$ cat src/rtl/clk_ratio_gen.sv
// Clock-ratio generator: fractional M/D clock enable with phase shift, integer
// divider with enable, and a lock indication, all running on CLKIN.
module clk_ratio_gen #(
  parameter int CLKFX_MULTIPLY = 5,
  parameter int CLKFX_DIVIDE   = 8,
  parameter int CLKDV_DIVIDE   = 4,
  parameter int LOCK_CYCLES    = 16
) (
  input  logic       CLKIN,
  input  logic       RST,
  input  logic       PSEN,
  input  logic       PSINCDEC,
  output logic       CLKFX_CE,
  output logic       CLKDV,
  output logic       CLKDV_CE,
  output logic       LOCKED,
  output logic       PSDONE,
  output logic [7:0] PHASE
);

  localparam int         lock_w = $clog2(LOCK_CYCLES + 1);
  localparam logic [8:0] m9     = 9'(CLKFX_MULTIPLY);
  localparam logic [8:0] d9     = 9'(CLKFX_DIVIDE);
  localparam logic [7:0] d_last = 8'(CLKFX_DIVIDE - 1);
  localparam logic [7:0] n_last = 8'(CLKDV_DIVIDE - 1);
  localparam logic [7:0] n_half = 8'(CLKDV_DIVIDE / 2);

  logic [lock_w-1:0] lock_cnt_reg;
  logic [lock_w-1:0] lock_cnt_next;
  logic              locked_reg;
  logic [7:0]        acc_reg;
  logic [7:0]        acc_adj;
  logic [7:0]        acc_next;
  logic [8:0]        sum_next;
  logic [8:0]        diff_next;
  logic              fx_ce_reg;
  logic              fx_ce_next;
  logic [7:0]        dv_cnt_reg;
  logic [7:0]        dv_cnt_next;
  logic              dv_reg;
  logic              dv_ce_reg;
  logic              psdone_reg;

  always_comb begin
    // Phase shift nudges the accumulator by one step modulo D before adding M.
    acc_adj = acc_reg;
    if (PSEN) begin
      if (PSINCDEC)
        acc_adj = (acc_reg == d_last) ? 8'd0 : acc_reg + 8'd1;
      else
        acc_adj = (acc_reg == 8'd0) ? d_last : acc_reg - 8'd1;
    end
    sum_next  = {1'b0, acc_adj} + m9;
    diff_next = sum_next - d9;
    if (sum_next >= d9) begin
      acc_next   = diff_next[7:0];
      fx_ce_next = 1'b1;
    end else begin
      acc_next   = sum_next[7:0];
      fx_ce_next = 1'b0;
    end
    dv_cnt_next   = (dv_cnt_reg == n_last) ? 8'd0 : dv_cnt_reg + 8'd1;
    lock_cnt_next = lock_cnt_reg + lock_w'(1);
  end

  always_ff @(posedge CLKIN or posedge RST) begin
    if (RST) begin
      lock_cnt_reg <= '0;
      locked_reg   <= 1'b0;
      acc_reg      <= 8'd0;
      fx_ce_reg    <= 1'b0;
      dv_cnt_reg   <= 8'd0;
      dv_reg       <= 1'b0;
      dv_ce_reg    <= 1'b0;
      psdone_reg   <= 1'b0;
    end else if (!locked_reg) begin
      // Counter freezes once locked; everything else stays quiet until then.
      lock_cnt_reg <= lock_cnt_next;
      locked_reg   <= (lock_cnt_next == lock_w'(LOCK_CYCLES));
      fx_ce_reg    <= 1'b0;
      dv_reg       <= 1'b0;
      dv_ce_reg    <= 1'b0;
      psdone_reg   <= 1'b0;
    end else begin
      acc_reg    <= acc_next;
      fx_ce_reg  <= fx_ce_next;
      dv_cnt_reg <= dv_cnt_next;
      dv_reg     <= (dv_cnt_next < n_half);
      dv_ce_reg  <= (dv_cnt_next == 8'd0);
      psdone_reg <= PSEN;
    end
  end

  assign CLKFX_CE = fx_ce_reg;
  assign CLKDV    = dv_reg;
  assign CLKDV_CE = dv_ce_reg;
  assign LOCKED   = locked_reg;
  assign PSDONE   = psdone_reg;
  assign PHASE    = acc_reg;

endmodule
$ cat config.mk
export PLATFORM = sky130hd
export DESIGN_NAME = clk_ratio_gen
export DESIGN_NICKNAME = d
export VERILOG_FILES = /design/src/rtl/clk_ratio_gen.sv
export SDC_FILE = /design/constraint.sdc
export NUM_CORES = 1
export LEC_CHECK = 0
export ABC_CLOCK_PERIOD_IN_PS = 8800
export CAP_MARGIN = 10
export CORE_MARGIN = 5
export CORE_UTILIZATION = 30
export CTS_BUF_LIST = sky130_fd_sc_hd__clkbuf_16
export DETAILED_ROUTE_END_ITERATION = 8
export PLACE_DENSITY = 0.55
export SETUP_SLACK_MARGIN = 0.05
export SLEW_MARGIN = 40
export SYNTH_ARGS = -nofsm -noshare
export SYNTH_HDL_FRONTEND = slang
export SYNTH_SLANG_ARGS = --single-unit
$ cat constraint.sdc
create_clock -name CLKIN -period 8.8 [get_ports CLKIN]
set_clock_uncertainty 0.05 [all_clocks]
set_input_delay 1.32 -clock CLKIN [delete_from_list [all_inputs] [get_ports CLKIN]]
set_output_delay 1.32 -clock CLKIN [all_outputs]
set_load 0.02 [all_outputs]
==> summary.txt <==
Status
  – Status: finished, final reports clean

Synthesis
  – Net Count, Synth: 239
  – YS warnings: 0
  – Syn Inst Count: ~230
  – Asr flop ratio synth: between 90% and 100%
  – Number of flops mapped to enable cells by yosys: 0
  – Most used DFF post-synth: dfrtp_1
  – Cell area after synthesis: a little over 2000 µm²
  – Seq/Total Area, Yosys: approximately a third
  – Synth area leader: dfrtp_1
  – FF+latch count, synth: 26
  – Top cell type's share of synthesized area: 31.42%
  – Avg Synthesized Cell Area: between 9 and 10 µm²
  – Yosys cell types: 64
  – Area contributors post-synth: dfrtp_1 31%, xnor2_1 5.5%, ha_1 4.8%

Global route
  – Initial antenna violation count: 0
  – Gr busiest metal: met2
  – Total Routing Usage GR: ~11%
  – Met2 Use GR: a little under a fifth
  – Met1 Use GR: between 10% and 20%
  – Vias in the first global route: roughly 1600
  – Met3 usage in global routing: 1.850%
  – First-pass GRT wire length: just under 8000 µm
  – Grt ovf: 0
  – Pin count of the biggest net entering global routing: 27

Timing
  – Period Utilization, post-route: 55.61%
  – Min Tclk post-route: between 4000 and 5000 ps
  – RSZ-0062 raised after global routing: no
  – Final hold viol count: 0
  – Slew @ Worst Pin: ~570 ps
  – Max-slew violations: 0
  – Worst slew margin: 62.20%
  – Fin Setup TNS: 0 ps
  – Setup Viol. Count Final: 0
  – F_max: 204.3 MHz

Die
  – Die Span Y: 93.08 µm
  – Rows: 30
  – DIE AREA: between 8000 and 9000 µm²
  – CORE AREA: a little under 7000 µm²
  – Die width: 93.08 µm
  – Ports: 17
  – Initial Util: between 30% and 40%

Routing
  – Vias: approximately 1700
  – First drt pass iteration count: 6
  – Final wirelength: between 4000 and 5000 µm
  – Initial drt markers: around 150
  – Vias per cell: 5.481
  – Routed wire per std cell: between 10 and 15 µm
  – Detail Route Antenna Nets: 0
  – Drc violations: 0

Finish
  – Final core utilization: between 30% and 40%
  – Design area: around 2400 µm²
  – Most common cell after layout, fill and taps aside: dfrtp_1
  – Share of layout cells above drive strength 1: 10.59%
  – Net count, final: between 200 and 250
  – Most frequent cells in the layout: 25 x dfrtp_1, 22 x nand2_1, 18 x nor2_1, 16 x clkdlybuf4s50_1, 13 x xnor2_1
  – P&R area growth vs syn: 14.56%
  – Post-Layout Cell Count: around 320
  – Antenna Cells: 0

Place
  – DP Area: 2266 µm²
  – GP Congestion: 0.8399
  – Port Buf Inserts: 16
  – Dpl hpwl: 3338 µm
  – # placed instances: roughly 310

Worst setup path
  – Arrival time worst endpoint: roughly 5000 ps
  – R2R Setup Slk: approximately 4700 ps
  – CP required: 8900 ps
  – Crit-path max FO: 13
  – Element type at the critical path end: register
  – Startpoint Class: input pin
  – Setup CP Type: input pin to register

Clock tree
  – CTS root buf: clkbuf_16
  – Worst skew pair latency: around 260 ps
  – # H-tree levels: 1
  – Cts hold-fix bufs: 0
  – Clock Sinks: 26
  – Clock transition at path regs: around 70 ps
  – Num CTS Buffers: 3
  – Clk buf depth: 2
  – Post_cts resized: 0
  – Setup bufs post-CTS: 0
  – CTS tree: built

Worst hold path
  – Hold Crit Class: register to register

Job
  – Max_cap viols: 0

Pwr
  – PwrDens: ~290 nW/µm²
  – Peak VDD IR: between 0.1 and 0.15 mV
  – LEAKAGE: about 0.95 nW
  – Combinational power share: between 50% and 60%
  – Switching Power: just under 0.0003 W
  – Cell-internal power: approximately 0.0004 W
  – Flop pwr share: slightly below 30%
  – Clock power frac: about a fifth
  – Switching share of power: 42.76%
[layer usage]
metal  vias up  wire (µm)
met1       835       2247
met3         6        166
met4         0         51
met2        38       2219
li1        853          -
met5         -          0
[power by group through the flow]
| stage | combinational (W) | clock (W) | sequential, W |
|---|---|---|---|
| 3_3_place_gp | 0.000355 | 0 | 0.000206 |
| 3_5_place_dp | 0.000358 | 0 | 0.000207 |
| 2_1_floorplan | 0.000296 | 0 | 0.000184 |
| 5_1_grt | 0.000395 | 0.000142 | 0.000210 |
| 4_1_cts | 0.000361 | 0.000139 | 0.000204 |
| 6_report | 0.000359 | 0.000134 | 0.000205 |
[Yosys cell counts (all sizes together) (2+ instances only)]
master / count
a21oi: 7
buf: 7
nor3: 8
a211oi: 3
nand4: 8
xor2: 8
and4: 3
or2: 2
nor3b: 2
ha: 8
o2bb2ai: 2
nand2: 22
nand3: 7
a21o: 4
and3: 4
or3b: 2
o31ai: 2
a31oi: 3
or4: 3
and3b: 2
mux2i: 2
o221ai: 2
inv: 10
dfrtp: 26
nor2: 18
a22o: 3
xnor2: 13
nor4: 3
nor2b: 2
o21ai: 10
clkbuf: 4
nand2b: 2
mux2: 5
o211ai: 3
[kinds of logic (layout without fill, tap and decap cells)]
kind of cell | Yosys count | in the layout | share of synthesized area (%)
compound gates | 51 | 51 | 20.61
xor+xnor | 21 | 21 | 8.882
fa+ha+maj | 8 | 8 | 4.834
buf+inv | 21 | 30 | 4.954
flops | 26 | 26 | 31.42
mux | 7 | 7 | 3.686
simple gates | 93 | 93 | 25.62
[path summary, 6_finish.rpt]
path,from,end,depth (start not counted)
max,PSINCDEC,PHASE[6],13
min,lock_cnt_reg[3],lock_cnt_reg[3],1
min in group asynchronous,RST,dv_cnt_reg[6],2
min reg2reg,lock_cnt_reg[3],lock_cnt_reg[3],1
max reg2reg,PHASE[0],PHASE[6],14
max in group asynchronous,RST,LOCKED,2
[final cells by class]
class / instances / area [µm²]
fillers: 693 / 4384
multi-input cells: 180 / 1318
flip-flops and latches: 26 / 651.9
repair buffers: 16 / 160.2
well taps: 80 / 100.1
clock buffers: 3 / 75.07
inverters: 10 / 37.54
clock inverters: 1 / 30.03
[through the flow]
step	total power [W]	setup WS (ps)	hold WS, ps
finish	0.0006978	3906	434.9
global placement	0.0005609	3828	427.2
CTS	0.0007045	3927	441.5
detailed placement	0.0005648	3695	427.1
floorplan	0.0004799	4701	406.4
global route	0.0007470	3701	464.9
[critical path, stage by stage]
cell	delay (ps)
clkdlybuf4s50_1	660
or4b_1	630
o211ai_2	230
o21a_1	180
ha_1	260
nand2b_1	200
nand2_1	90
xnor2_1	180
ha_1	260
and4_1	270
and3b_1	180
or3_1	340
a22o_1	190
No activity file was read; power rests on OpenSTA's default activity.
